## config.mk

```make
export PLATFORM = sky130hd
export DESIGN_NAME = ps2_move_decoder
export DESIGN_NICKNAME = d
export VERILOG_FILES = /design/src/rtl/game2048_pkg.sv /design/src/rtl/ps2_rx.sv /design/src/rtl/ps2_move_decoder.sv
export SDC_FILE = /design/constraint.sdc
export NUM_CORES = 1
export LEC_CHECK = 0
export CAP_MARGIN = 20
export CELL_PAD_IN_SITES_DETAIL_PLACEMENT = 1
export CELL_PAD_IN_SITES_GLOBAL_PLACEMENT = 2
export CORE_MARGIN = 2
export CORE_UTILIZATION = 42
export CTS_BUF_LIST = sky130_fd_sc_hd__clkbuf_2
export CTS_CLUSTER_DIAMETER = 50
export CTS_CLUSTER_SIZE = 16
export DETAILED_ROUTE_END_ITERATION = 8
export PLACE_DENSITY_LB_ADDON = 0.12
export SLEW_MARGIN = 5
export SYNTH_ARGS = -nofsm -noshare
export SYNTH_HDL_FRONTEND = slang
export SYNTH_SLANG_ARGS = --single-unit
```

## constraint.sdc

```tcl
create_clock -name clock -period 2.83 [get_ports clock]
set_input_delay 0.7075 -clock clock [delete_from_list [all_inputs] [get_ports clock]]
set_output_delay 0.7075 -clock clock [all_outputs]
set_load 0.1 [all_outputs]
```

## src/rtl/game2048_pkg.sv

```systemverilog
// -----------------------------------------------------------------------------
// game2048_pkg
// Shared definitions for the PS/2 keyboard front end of the game:
//   - PS/2 set-2 scan-code constants for the prefix bytes and mapped keys
//   - receiver FSM state encoding
//   - one-hot key mask layout used by the move decoder
//   - helpers: odd-parity check and scan-code to key-mask lookup
// -----------------------------------------------------------------------------
package game2048_pkg;

    // Prefix bytes
    localparam logic [7:0] SC_EXT   = 8'hE0;  // extended-key prefix
    localparam logic [7:0] SC_BRK   = 8'hF0;  // break (key release) prefix

    // Mapped keys (arrows are extended codes, 'S' is not)
    localparam logic [7:0] SC_UP    = 8'h75;
    localparam logic [7:0] SC_DOWN  = 8'h72;
    localparam logic [7:0] SC_LEFT  = 8'h6B;
    localparam logic [7:0] SC_RIGHT = 8'h74;
    localparam logic [7:0] SC_START = 8'h1B;

    // Receiver FSM states
    typedef enum logic [1:0] {
        RX_IDLE   = 2'd0,
        RX_DATA   = 2'd1,
        RX_PARITY = 2'd2,
        RX_STOP   = 2'd3
    } rx_state_e;

    // One-hot key mask layout: bit0 up, bit1 down, bit2 left, bit3 right, bit4 start
    localparam int unsigned KEY_N     = 5;
    localparam logic [4:0]  KEY_UP    = 5'b00001;
    localparam logic [4:0]  KEY_DOWN  = 5'b00010;
    localparam logic [4:0]  KEY_LEFT  = 5'b00100;
    localparam logic [4:0]  KEY_RIGHT = 5'b01000;
    localparam logic [4:0]  KEY_START = 5'b10000;
    localparam logic [4:0]  KEY_NONE  = 5'b00000;

    // True when data bits plus parity bit hold an odd number of ones.
    function automatic logic odd_parity_ok(input logic [7:0] data, input logic par);
        return ^{data, par};
    endfunction

    // Map a scan code (with its extended flag) to a one-hot key mask.
    // Unmapped codes return KEY_NONE.
    function automatic logic [4:0] key_onehot(input logic ext, input logic [7:0] code);
        logic [4:0] mask;
        mask = KEY_NONE;
        if (ext) begin
            case (code)
                SC_UP:    mask = KEY_UP;
                SC_DOWN:  mask = KEY_DOWN;
                SC_LEFT:  mask = KEY_LEFT;
                SC_RIGHT: mask = KEY_RIGHT;
                default:  mask = KEY_NONE;
            endcase
        end else begin
            if (code == SC_START) begin
                mask = KEY_START;
            end else begin
                mask = KEY_NONE;
            end
        end
        return mask;
    endfunction

endpackage

```

## src/rtl/ps2_rx.sv

```systemverilog
// -----------------------------------------------------------------------------
// ps2_rx
// PS/2 device-to-host frame receiver. Synchronises the keyboard clock and data
// into the system clock domain, detects keyboard-clock falling edges, and runs
// an IDLE/DATA/PARITY/STOP FSM with an inactivity timeout.
//
// Ports
//   clk_i        system clock
//   rst_ni       asynchronous active-low reset
//   ps2_clk_i    keyboard clock (asynchronous)
//   ps2_dat_i    keyboard data (asynchronous)
//   byte_o       received byte (valid while byte_valid_o is high)
//   byte_valid_o one-cycle strobe: good frame completed on this stop edge
//   err_o        one-cycle strobe: frame discarded (parity, stop or timeout)
//
// The strobes are decoded from registered state and the synchronised inputs
// in the stop-edge cycle itself, so the consumer can register its response
// and still answer in the cycle right after the edge is detected.
// -----------------------------------------------------------------------------
module ps2_rx
    import game2048_pkg::*;
#(
    parameter int unsigned TIMEOUT_CYCLES = 50000
) (
    input  logic       clk_i,
    input  logic       rst_ni,
    input  logic       ps2_clk_i,
    input  logic       ps2_dat_i,
    output logic [7:0] byte_o,
    output logic       byte_valid_o,
    output logic       err_o
);

    // Counter only needs to reach TIMEOUT_CYCLES-1
    localparam int unsigned    TMO_W    = (TIMEOUT_CYCLES > 1) ? $clog2(TIMEOUT_CYCLES) : 1;
    localparam logic [TMO_W-1:0] TMO_LAST = TMO_W'(TIMEOUT_CYCLES - 1);

    logic             clk_meta_q;
    logic             clk_sync_q;
    logic             clk_prev_q;
    logic             dat_meta_q;
    logic             dat_sync_q;

    rx_state_e        state_q;
    logic [7:0]       shift_q;
    logic [2:0]       bit_cnt_q;
    logic             par_q;
    logic [TMO_W-1:0] tmo_q;

    logic             fall_s;
    logic             tmo_expire_s;
    logic             stop_edge_s;
    logic             frame_ok_s;

    // Two-flop synchronisers plus a delayed clock copy for edge detection; idle bus is high
    always_ff @(posedge clk_i or negedge rst_ni) begin
        if (!rst_ni) begin
            clk_meta_q <= 1'b1;
            clk_sync_q <= 1'b1;
            clk_prev_q <= 1'b1;
            dat_meta_q <= 1'b1;
            dat_sync_q <= 1'b1;
        end else begin
            clk_meta_q <= ps2_clk_i;
            clk_sync_q <= clk_meta_q;
            clk_prev_q <= clk_sync_q;
            dat_meta_q <= ps2_dat_i;
            dat_sync_q <= dat_meta_q;
        end
    end

    assign fall_s       = clk_prev_q & ~clk_sync_q;
    // Counter holds the number of edge-free cycles already spent mid-frame;
    // this cycle is the TIMEOUT_CYCLES-th one when it reads TMO_LAST.
    assign tmo_expire_s = (state_q != RX_IDLE) & ~fall_s & (tmo_q == TMO_LAST);
    assign stop_edge_s  = fall_s & (state_q == RX_STOP);
    assign frame_ok_s   = dat_sync_q & odd_parity_ok(shift_q, par_q);

    assign byte_o       = shift_q;
    assign byte_valid_o = stop_edge_s & frame_ok_s;
    assign err_o        = (stop_edge_s & ~frame_ok_s) | tmo_expire_s;

    // Receiver FSM with bit counter, shift register and inactivity timer
    always_ff @(posedge clk_i or negedge rst_ni) begin
        if (!rst_ni) begin
            state_q   <= RX_IDLE;
            shift_q   <= 8'h00;
            bit_cnt_q <= 3'd0;
            par_q     <= 1'b0;
            tmo_q     <= {TMO_W{1'b0}};
        end else begin
            if ((state_q == RX_IDLE) || fall_s || tmo_expire_s) begin
                tmo_q <= {TMO_W{1'b0}};
            end else begin
                tmo_q <= tmo_q + TMO_W'(1);
            end

            case (state_q)
                RX_IDLE: begin
                    // Only a low data bit is a start bit; a high one is noise
                    if (fall_s && !dat_sync_q) begin
                        state_q   <= RX_DATA;
                        bit_cnt_q <= 3'd0;
                        shift_q   <= 8'h00;
                    end
                end
                RX_DATA: begin
                    if (tmo_expire_s) begin
                        state_q <= RX_IDLE;
                        shift_q <= 8'h00;
                    end else if (fall_s) begin
                        shift_q   <= {dat_sync_q, shift_q[7:1]};  // LSB arrives first
                        bit_cnt_q <= bit_cnt_q + 3'd1;
                        if (bit_cnt_q == 3'd7) begin
                            state_q <= RX_PARITY;
                        end
                    end
                end
                RX_PARITY: begin
                    if (tmo_expire_s) begin
                        state_q <= RX_IDLE;
                        shift_q <= 8'h00;
                    end else if (fall_s) begin
                        par_q   <= dat_sync_q;
                        state_q <= RX_STOP;
                    end
                end
                RX_STOP: begin
                    if (tmo_expire_s) begin
                        state_q <= RX_IDLE;
                        shift_q <= 8'h00;
                    end else if (fall_s) begin
                        state_q <= RX_IDLE;
                    end
                end
                default: begin
                    state_q <= RX_IDLE;
                end
            endcase
        end
    end

endmodule

```

## src/rtl/ps2_move_decoder.sv

```systemverilog
// -----------------------------------------------------------------------------
// ps2_move_decoder
// Turns PS/2 keyboard frames into one-cycle game control pulses. Frame
// reception lives in ps2_rx; this level tracks the E0 (extended) and F0
// (break) prefixes and a held-key mask that suppresses typematic repeat.
//
// Ports
//   clock      system clock (50 MHz)
//   resetn     asynchronous active-low reset
//   PS2_CLK    keyboard clock (asynchronous)
//   PS2_DAT    keyboard data (asynchronous)
//   up/down/left/right  one-cycle move pulses (E0 75/72/6B/74 make codes)
//   start      one-cycle pulse on the 'S' make code (1B)
//   frame_err  one-cycle pulse for each discarded frame
// All outputs are registered and high in the cycle after the stop-bit edge.
// -----------------------------------------------------------------------------
module ps2_move_decoder
    import game2048_pkg::*;
#(
    parameter int unsigned TIMEOUT_CYCLES = 50000
) (
    input  logic clock,
    input  logic resetn,
    input  logic PS2_CLK,
    input  logic PS2_DAT,
    output logic up,
    output logic down,
    output logic left,
    output logic right,
    output logic start,
    output logic frame_err
);

    logic [7:0]       rx_byte_s;
    logic             rx_valid_s;
    logic             rx_err_s;
    logic [KEY_N-1:0] key_mask_s;

    logic             ext_q;
    logic             brk_q;
    logic [KEY_N-1:0] held_q;
    logic [KEY_N-1:0] pulse_q;
    logic             frame_err_q;

    ps2_rx #(
        .TIMEOUT_CYCLES (TIMEOUT_CYCLES)
    ) u_ps2_rx (
        .clk_i        (clock),
        .rst_ni       (resetn),
        .ps2_clk_i    (PS2_CLK),
        .ps2_dat_i    (PS2_DAT),
        .byte_o       (rx_byte_s),
        .byte_valid_o (rx_valid_s),
        .err_o        (rx_err_s)
    );

    assign key_mask_s = key_onehot(ext_q, rx_byte_s);

    // Prefix flags, held mask and registered output pulses
    always_ff @(posedge clock or negedge resetn) begin
        if (!resetn) begin
            ext_q       <= 1'b0;
            brk_q       <= 1'b0;
            held_q      <= {KEY_N{1'b0}};
            pulse_q     <= {KEY_N{1'b0}};
            frame_err_q <= 1'b0;
        end else begin
            pulse_q     <= {KEY_N{1'b0}};
            frame_err_q <= 1'b0;
            if (rx_err_s) begin
                // Discarded frame breaks any prefix sequence; held keys stay held
                ext_q       <= 1'b0;
                brk_q       <= 1'b0;
                frame_err_q <= 1'b1;
            end else if (rx_valid_s) begin
                if (rx_byte_s == SC_EXT) begin
                    ext_q <= 1'b1;
                end else if (rx_byte_s == SC_BRK) begin
                    brk_q <= 1'b1;
                end else begin
                    // Any final byte consumes the prefixes, mapped or not
                    ext_q <= 1'b0;
                    brk_q <= 1'b0;
                    if (brk_q) begin
                        held_q <= held_q & ~key_mask_s;
                    end else begin
                        // key_mask_s is one-hot or zero, so pulses stay exclusive
                        held_q  <= held_q | key_mask_s;
                        pulse_q <= key_mask_s & ~held_q;
                    end
                end
            end else begin
                ext_q <= ext_q;
                brk_q <= brk_q;
            end
        end
    end

    assign up        = pulse_q[0];
    assign down      = pulse_q[1];
    assign left      = pulse_q[2];
    assign right     = pulse_q[3];
    assign start     = pulse_q[4];
    assign frame_err = frame_err_q;

endmodule

```

Word-level counts from Yosys, hierarchy flattened. Cells that the tools add are included.

Add/sub/neg operators: 2. Equality and inequality tests: 22. Multiplexer cells: 37. Bitwise operators: 20. Reductions and logical operators: 17.

Operators by type and width (number): $mux 5 (8); $eq 8x7->1 const B (4); $mux 8 (4); $pmux 8 s3 (1); $add 16x1->16 const B (1); $eq 16x16->1 const B (1); $eq 8x8->1 const B (2); $mux 16 (1); $mux 2 (8); $pmux 4 s4 (1); $ne 3x1->1 const B (4); $and 5x5->5 (2); $not 5->5 (2); $mux 1 (9); $mux 3 (3); $reduce_xor 9->1 (1); $eq 8x5->1 const B (1); $pmux 2 s4 (1); $reduce_and 4->1 (2); $and 1x1->1 (7); $not 1->1 (7); $ne 2x2->1 const B (3); $pmux 3 s2 (1); $reduce_and 3->1 (2); 16 further kinds (22).

Bits in registers: 48. Input bits: 4. Output and inout port bits: 6. Word-level logic and storage cells: 113.

Longest topological paths before layout. Gate-level depths: netlist (run 1).

Word-level depth: 9. Gate-level depth with buffers: 6. Mapped depth without buffers: 6.

Cells and area by module. A second synthesis (run 1) with hierarchy kept.

Cells, all modules: 204. Area, all modules: 2342.2 um^2.

By module, submodules not included: ps2_rx (instances 1, cells each 148, area an instance 1705.4 um^2, seq. area each 882.1 um^2); ps2_move_decoder (instances 1, cells each 56, area an instance 636.9 um^2, seq. area each 325.3 um^2).

Least setup slack after synthesis (run 1). No wires, ideal clock.

Path kind: flip-flop to flip-flop. Start point: register u_ps2_rx.dat_sync_q. End point: register (tool-made name). Setup time: 0.137 ns. Arrival: 1.853 ns. Data required time: 2.693 ns. Path slack: 0.840 ns. Stages on the path, launching flop included: 6. Path buffers: 0. Period minus slack after synthesis: 1.990 ns. Cell sequence: dfstp_2 -> nand2b_4 -> or4b_1 -> or4b_1 -> nand3b_4 -> mux2i_1.

RTL lines: start, declared (RTL line ps2_rx.sv:42) `logic dat_sync_q;`; start signal, assigned (RTL line ps2_rx.sv:68) `dat_sync_q <= dat_meta_q;`.

Worst setup path in the final report (run 1).
Start point: register u_ps2_rx.shift_q[4], in the netlist u_ps2_rx.byte_o[4]. End point: register pulse_q[1].

Word-level cells in the longest chain between the ends: 9. Elaborated cells on any way between the ends: 20. Those cells by class: eq/ne: 6; mux: 7; bitwise: 6; reduce/logical: 1.

RTL lines: start, declared (RTL line ps2_rx.sv:45) `logic [7:0] shift_q;`; start signal, assigned (RTL line ps2_rx.sv:112) `shift_q <= {dat_sync_q, shift_q[7:1]};`; $eq 8x7->1 (RTL line game2048_pkg.sv:50) `case (code)`; $pmux 4 s4 (RTL line game2048_pkg.sv:50); $mux 5 (RTL line game2048_pkg.sv:49) `if (ext) begin`; $and 5x5->5 (RTL line ps2_move_decoder.sv:89) `pulse_q <= key_mask_s & ~held_q;`; $mux 5 (RTL line ps2_move_decoder.sv:84) `if (brk_q) begin`; $mux 5 (RTL line ps2_move_decoder.sv:78) `end else if (rx_byte_s == SC_BRK) begin`; $mux 5 (RTL line ps2_move_decoder.sv:76) `if (rx_byte_s == SC_EXT) begin`; $mux 5 (RTL line ps2_move_decoder.sv:75) `end else if (rx_valid_s) begin`; $mux 5 (*) (RTL line ps2_move_decoder.sv:70) `if (rx_err_s) begin`; end signal, assigned (RTL line ps2_move_decoder.sv:65) `pulse_q <= {KEY_N{1'b0}};`; end signal, assigned (RTL line ps2_move_decoder.sv:68) `pulse_q <= {KEY_N{1'b0}};`; end signal, assigned (RTL line ps2_move_decoder.sv:89); end, declared (RTL line ps2_move_decoder.sv:42) `logic [KEY_N-1:0] pulse_q;`.

Every way passes the cells marked *; elsewhere a longest branch is shown, timed or not. A chain may end at the register's enable or synchronous reset.

==> reports/metrics.cfg, run 1 <==
[pwr]
leakagePower_nw = 1.11
vdd_drop_max_mv = 0.260
p_per_area_nw_per_um2 = 551

[routing]
drtIter0Drc = 74
final_antenna_net_count = 0
routed_wl_um = 4680
num_vias = 1651
viasPerCell = 5.62
post_drt_wl_per_cell_um = 15.9
drc = 0
drt_pass1_iterations = 4

[synthesis]
synth_fp_nets = 222
synth_ff_type = dfrtp_1
synthCells = 215
ys_ff_latch = 48
synth_cell_types = 43
synth_edf_count = 0
syn-cell-area_um2 = 2300
syn_area_per_cell_um2 = 10.7
synthArstFlopShare = 1.00
synth_warnings = 0
ys_seq_area_frac = 0.524

[setup_path]
cp.arrival_ns = 2.50
cp_slowest_cell = xnor3_4
cp.required_ns = 3.16
crit_chain = xnor2_1 > xnor3_4 > xnor2_1 > nand2_1 > nor4_1
critical_path.top_delay_family = XOR/XNOR gates
critPathBufInv = 0
slowest_delay_ns = 0.58
crit_fanout = 7
path_common_cell = xnor2_1
cp-end-kind = flop
start_kind = flop
worstSetupPathType = reg -> reg

[place]
io_buffers = 9
hpwl_um = 3450
gp_congestion = 0.779
placed_area_um2 = 2440

[timing]
slew_violations = 0
clock.fmax_mhz = 461
fin_crit_ns = 2.17
finalHoldViolCount = 0
min_period_over_period = 0.766
relSlewSlack = 0.560
grt_setup_unrepaired = no
clock_skew_ns = 0.00920
fin_tns_setup_ns = 0
finalSetupViolCount = 0
max_slew.worst_pin.slew_ns = 0.660

[layout]
diodes = 0
multi_input_area_um2 = 1020
fin_util = 0.481
ff_latch_area_um2 = 1210
nets = 230
stdcell_area_um2 = 2500
nFillCells = 579
final_layout_size_suffix_gt1_frac = 0.125
synthToLayoutAreaGrowth_pct = 8.63

[floorplan]
rows = 26
fp.dieW_um = 78.1
dieArea_um2 = 6100
boundaryPins = 10
chipHeight_um = 78.1
start_util = 0.443
core-area_um2 = 5200

[global_routing]
grt_pass1_vias = 1734
grt_pass1_wl_um = 8490
grt_max_degree = 32
grtUsageTotal = 0.176
overflow = 0
antenna_found_initial = 0

[status]
status = completed

[clocking]
cts_tree = yes
cts_resized = 0
clk_pin_slew_ns = 0.24
clock_sinks = 48
postCtsHoldBufs = 0
cts_made_buffers = 5
clockRootBuffer = clkbuf_2
cts_setup_buffers = 0
clock_path_buffers = 2
clock_latency_ns = 0.42
cts_htree_levels = 2

[worst_hold_path]
hp-class = in -> async

[job]
cap_violations = 0

[layout make-up]
type / instances / share of cell area
Clock buffer: 5 / 0.0100
Multi-Input combinational cell: 147 / 0.407
Clock inverter: 3 / 0.0170
Inverter: 10 / 0.0150
Timing Repair Buffer: 11 / 0.0340
Tap cell: 70 / 0.0350
Sequential cell: 48 / 0.482
[kinds of logic (layout without fill, tap and decap cells)]
family                     after synthesis  after routing  share of synthesized area
and+or+nand+nor                         82             82                      0.206
AOI/OAI and AO/OA                       37             37                      0.113
muxes                                    6              6                     0.0266
buffers and inverters                   20             29                     0.0342
adders and majority gates                3              3                     0.0163
xor gates and xnor gates                19             19                     0.0798
DFF                                     48             48                      0.524
[metal layers]
layer | GRT usage | up-vias | routed length, µm
met1 | 0.246 | 838 | 2290
met3 | 0.0356 | 8 | 146
met2 | 0.278 | 27 | 2170
met4 | 0.0526 | 0 | 68
met5 | 0 | - | 0
li1 | - | 778 | -
[cells in the mapped netlist (all sizes together), types with 2 or more instances]
| library cell | n | area [µm²] |
|---|---|---|
| dfrtp | 43 | 1080 |
| nor2 | 22 | 82.6 |
| nand2 | 14 | 52.6 |
| inv | 10 | 37.5 |
| o21ai | 10 | 50.1 |
| xor2 | 10 | 87.6 |
| clkbuf | 9 | 36.3 |
| xnor2 | 8 | 70.1 |
| a22oi | 7 | 52.6 |
| o2bb2ai | 7 | 61.3 |
| nand4 | 6 | 37.5 |
| nor4 | 6 | 37.5 |
| and2 | 5 | 32.5 |
| dfstp | 5 | 131 |
| mux2i | 5 | 50.1 |
| nand3 | 5 | 25.0 |
| a21oi | 4 | 20.0 |
| nand2b | 4 | 32.5 |
| or3 | 4 | 26.3 |
| a32o | 3 | 30.0 |
| ha | 3 | 37.5 |
| nand3b | 3 | 35.0 |
| and3 | 2 | 12.5 |
| and4 | 2 | 17.5 |
| nand4b | 2 | 17.5 |
| nor4bb | 2 | 20.0 |
| o31a | 2 | 17.5 |
| or4b | 2 | 20.0 |
[placed cells by master, fill, tap and decap left out, drive strengths merged, types with 3 or more instances in the layout]
master	instances
dfstp	5
or3	4
nand2	14
nand2b	4
nor2	22
nand3	5
nand3b	3
xor2	10
and2	5
mux2i	5
ha	3
clkbuf	5
o2bb2ai	7
o21ai	10
buf	9
a32o	3
xnor2	8
inv	10
nand4	6
a22oi	7
dfrtp	43
a21oi	4
nor4	6
[where the power goes]
group	switching (mW)	internal, mW
Combinational	0.123	0.101
Sequential	0.0560	0.729
Clock	0.223	0.147
[path summary, 6_finish.rpt]
kind | slack (ns) | start | cells after the start | end
setup reg to reg | 0.66 | u_ps2_rx.byte_o[4] | 5 | pulse_q[1]
hold reg to reg | 0.38 | u_ps2_rx.clk_meta_q | 0 | u_ps2_rx.clk_sync_q
setup / recovery | 0.66 | u_ps2_rx.byte_o[4] | 5 | pulse_q[1]
max in group asynchronous | 1.96 | resetn | 2 | u_ps2_rx.byte_o[0]
hold / removal | 0.27 | resetn | 1 | u_ps2_rx.state_q[0]
min in group clock | 0.38 | u_ps2_rx.clk_meta_q | 0 | u_ps2_rx.clk_sync_q
[through the flow]
stage / power, mW / hold WS, ns / std cells / setup slack [ns]
2_1_floorplan: 0.957 / 0.345 / 215 / 0.840
3_3_place_gp: 1.01 / 0.347 / 286 / 0.772
3_5_place_dp: 1.02 / 0.349 / 286 / 0.710
4_1_cts: 1.40 / 0.258 / 294 / 0.675
5_1_grt: 1.47 / 0.272 / 294 / 0.438
6_report: 1.38 / 0.271 / 294 / 0.661
[worst reg2reg max path, cell delays in order, from the launching register on]
cell and delay [ns]:
dfrtp_1 0.51, xnor2_1 0.22, xnor3_4 0.58, xnor2_1 0.28, nand2_1 0.18, nor4_1 0.31
(Power assumes the default switching activity.)
==> run 2, diff against run 1 <==
==> constraint.sdc (replaced) <==
create_clock -name clock -period 2 [get_ports clock]
set_input_delay 0.5 -clock clock [delete_from_list [all_inputs] [get_ports clock]]
set_output_delay 0.5 -clock clock [all_outputs]
set_load 0.1 [all_outputs]
==> reports/metrics.cfg, run 2 (synthesized netlist as in run 1, its figures left out) <==
[status]
status = complete, but fails checks
violations = setup timing

[setup_path]
crit_chain = nand2b_4 > or4b_4 > or4b_4 > nand3b_4 > mux2i_1
slowest_delay_ns = 0.60
crit_fanout = 2
critical_path.top_delay_family = simple AND/OR/NAND/NOR gates
r2r-start = u_ps2_rx.dat_sync_q
critPathLaunch = u_ps2_rx.dat_sync_q
worstSetupPathType = reg -> reg
critPathBufInv = 0
cp-end-kind = flop
path_common_cell = or4b_4
start_kind = flop
reg2reg_depth = 5
cp_slowest_cell = dfstp_2
cp.arrival_ns = 2.34
cp.depth = 5
regToRegSetupSlack_ns = -0.03
cp.required_ns = 2.31

[pwr]
vdd_drop_max_mv = 0.385
p_per_area_nw_per_um2 = 737
p_int_mw = 1.37
combPwrFrac = 0.235
leakagePower_nw = 1.19
switching_share = 0.295
clockPowerShare = 0.198
pwr-share-seq = 0.567
p_switching_mw = 0.572

[timing]
clock_skew_ns = 0.0174
relSlewSlack = 0.644
finalSetupViolCount = 2
grt_setup_unrepaired = yes
max_slew.worst_pin.slew_ns = 0.532
fin_crit_ns = 2.03
finalHoldViolCount = 0
final.setup.worst_slack_ns = -0.0331
min_period_over_period = 1.02
slew_violations = 0
clock.fmax_mhz = 492

[clocking]
cts_htree_levels = 2
clock_sinks = 48
cts_tree = yes
clk_pin_slew_ns = 0.21
clock_path_buffers = 2
cts_made_buffers = 5
clockRootBuffer = clkbuf_2
cts_setup_buffers = 0
clock_latency_ns = 0.41

[place]
hpwl_um = 3460
gp_congestion = 0.775
io_buffers = 9
placed_area_um2 = 2530
dp_slack_ns = -0.0477

[layout]
diodes = 0
final_common_cell = dfrtp_1
stdcell_area_um2 = 2630
final_cell_mix = 41 x dfrtp_1, 22 x nor2_1, 18 x buf_4
final_layout_size_suffix_gt1_frac = 0.203
nets = 242
synthToLayoutAreaGrowth_pct = 14.1

[routing]
routed_wl_um = 4830
drtIter0Drc = 61
drc = 0
post_drt_wl_per_cell_um = 15.8
final_antenna_net_count = 0
viasPerCell = 5.46
num_vias = 1672
drt_pass1_iterations = 4

[job]
cap_violations = 0

[global_routing]
grt_pass1_vias = 1789
grtUsageTotal = 0.174
overflow = 0
antenna_found_initial = 0
grt_pass1_wl_um = 8470
grt_max_degree = 49

[floorplan]
chipHeight_um = 78.1
fp.dieW_um = 78.1
start_util = 0.443
rows = 26
core-area_um2 = 5200
dieArea_um2 = 6100
boundaryPins = 10

[worst_hold_path]
min-delay-start = u_ps2_rx.clk_meta_q
hp-class = reg -> reg

-- run 2: changes by cell type in the layout (fill, tap and decap cells not counted), sizes merged --
cell / previous run / this run
buf: 9 / 20
clkbuf: 5 / 8
bufinv: 1 / 0
clkinv: 1 / 0
clkinvlp: 1 / 0
dlygate4sd3: 0 / 1
-- run 2: metal layers --
metal | part of all wire | up-vias | routed length, µm | global-route usage
li1 | - | 802 | - | -
met1 | 0.46 | 848 | 2250 | 0.235
met2 | 0.50 | 16 | 2420 | 0.281
met3 | 0.024 | 6 | 116 | 0.0448
met4 | 0.0093 | 0 | 45 | 0.0474
met5 | 0 | - | 0 | 0
-- run 2: through the flow --
step | utilization | hold WS, ns | power, mW | std cells | setup TNS [ns]
floorplan | - | 0.204 | 1.35 | 215 | 0
global placement | 0.486 | 0.348 | 1.51 | 297 | -0.0188
detailed placement | 0.486 | 0.349 | 1.54 | 297 | -0.0477
CTS | 0.495 | 0.00913 | 1.94 | 305 | -0.0492
global route | 0.505 | 0.385 | 2.07 | 306 | -0.101
finish | 0.505 | 0.374 | 1.94 | 306 | -0.0342
-- run 2: layout make-up --
type | instances | area, µm²
clock buffers | 8 | 40.0
multi-input cells | 147 | 1060
fillers | 586 | 2570
repair buffers | 23 | 190
flip-flops and latches | 48 | 1210
well taps | 70 | 87.6
inverters | 10 | 37.5
-- run 2: power groups by stage --
stage	Clock (mW)	Sequential, mW	Combinational [mW]
2_1_floorplan	0	1.08	0.270
6_report	0.383	1.10	0.456
3_5_place_dp	0	1.11	0.427
3_3_place_gp	0	1.11	0.407
5_1_grt	0.458	1.11	0.500
4_1_cts	0.413	1.10	0.431
-- run 2: worst min path at each step --
stage | end | slack (ns) | cells after the start
CTS | u_ps2_rx.tmo_q[15] | 0.009 | 2
detailed placement | u_ps2_rx.clk_sync_q | 0.35 | 0
floorplan | asynchronous set/reset pin | 0.20 | 0
global placement | u_ps2_rx.clk_sync_q | 0.35 | 0
finish | u_ps2_rx.clk_sync_q | 0.37 | 0
global route | u_ps2_rx.dat_sync_q | 0.38 | 0
-- run 2: what timing repair did --
item | in CTS | in global routing
hold endpoints to repair | 0 | 12
resized for setup | 2 | 8
hold buffers | 0 | 1
pin swaps | 0 | 1
endpoints found under the setup margin | 2 | 29
-- run 2: worst register-to-register path: cells and delay by family (launching register included) --
kind / cells / cell delay, ns
mux: 1 / 0.11
simple gates: 4 / 1.24
flops: 1 / 0.60
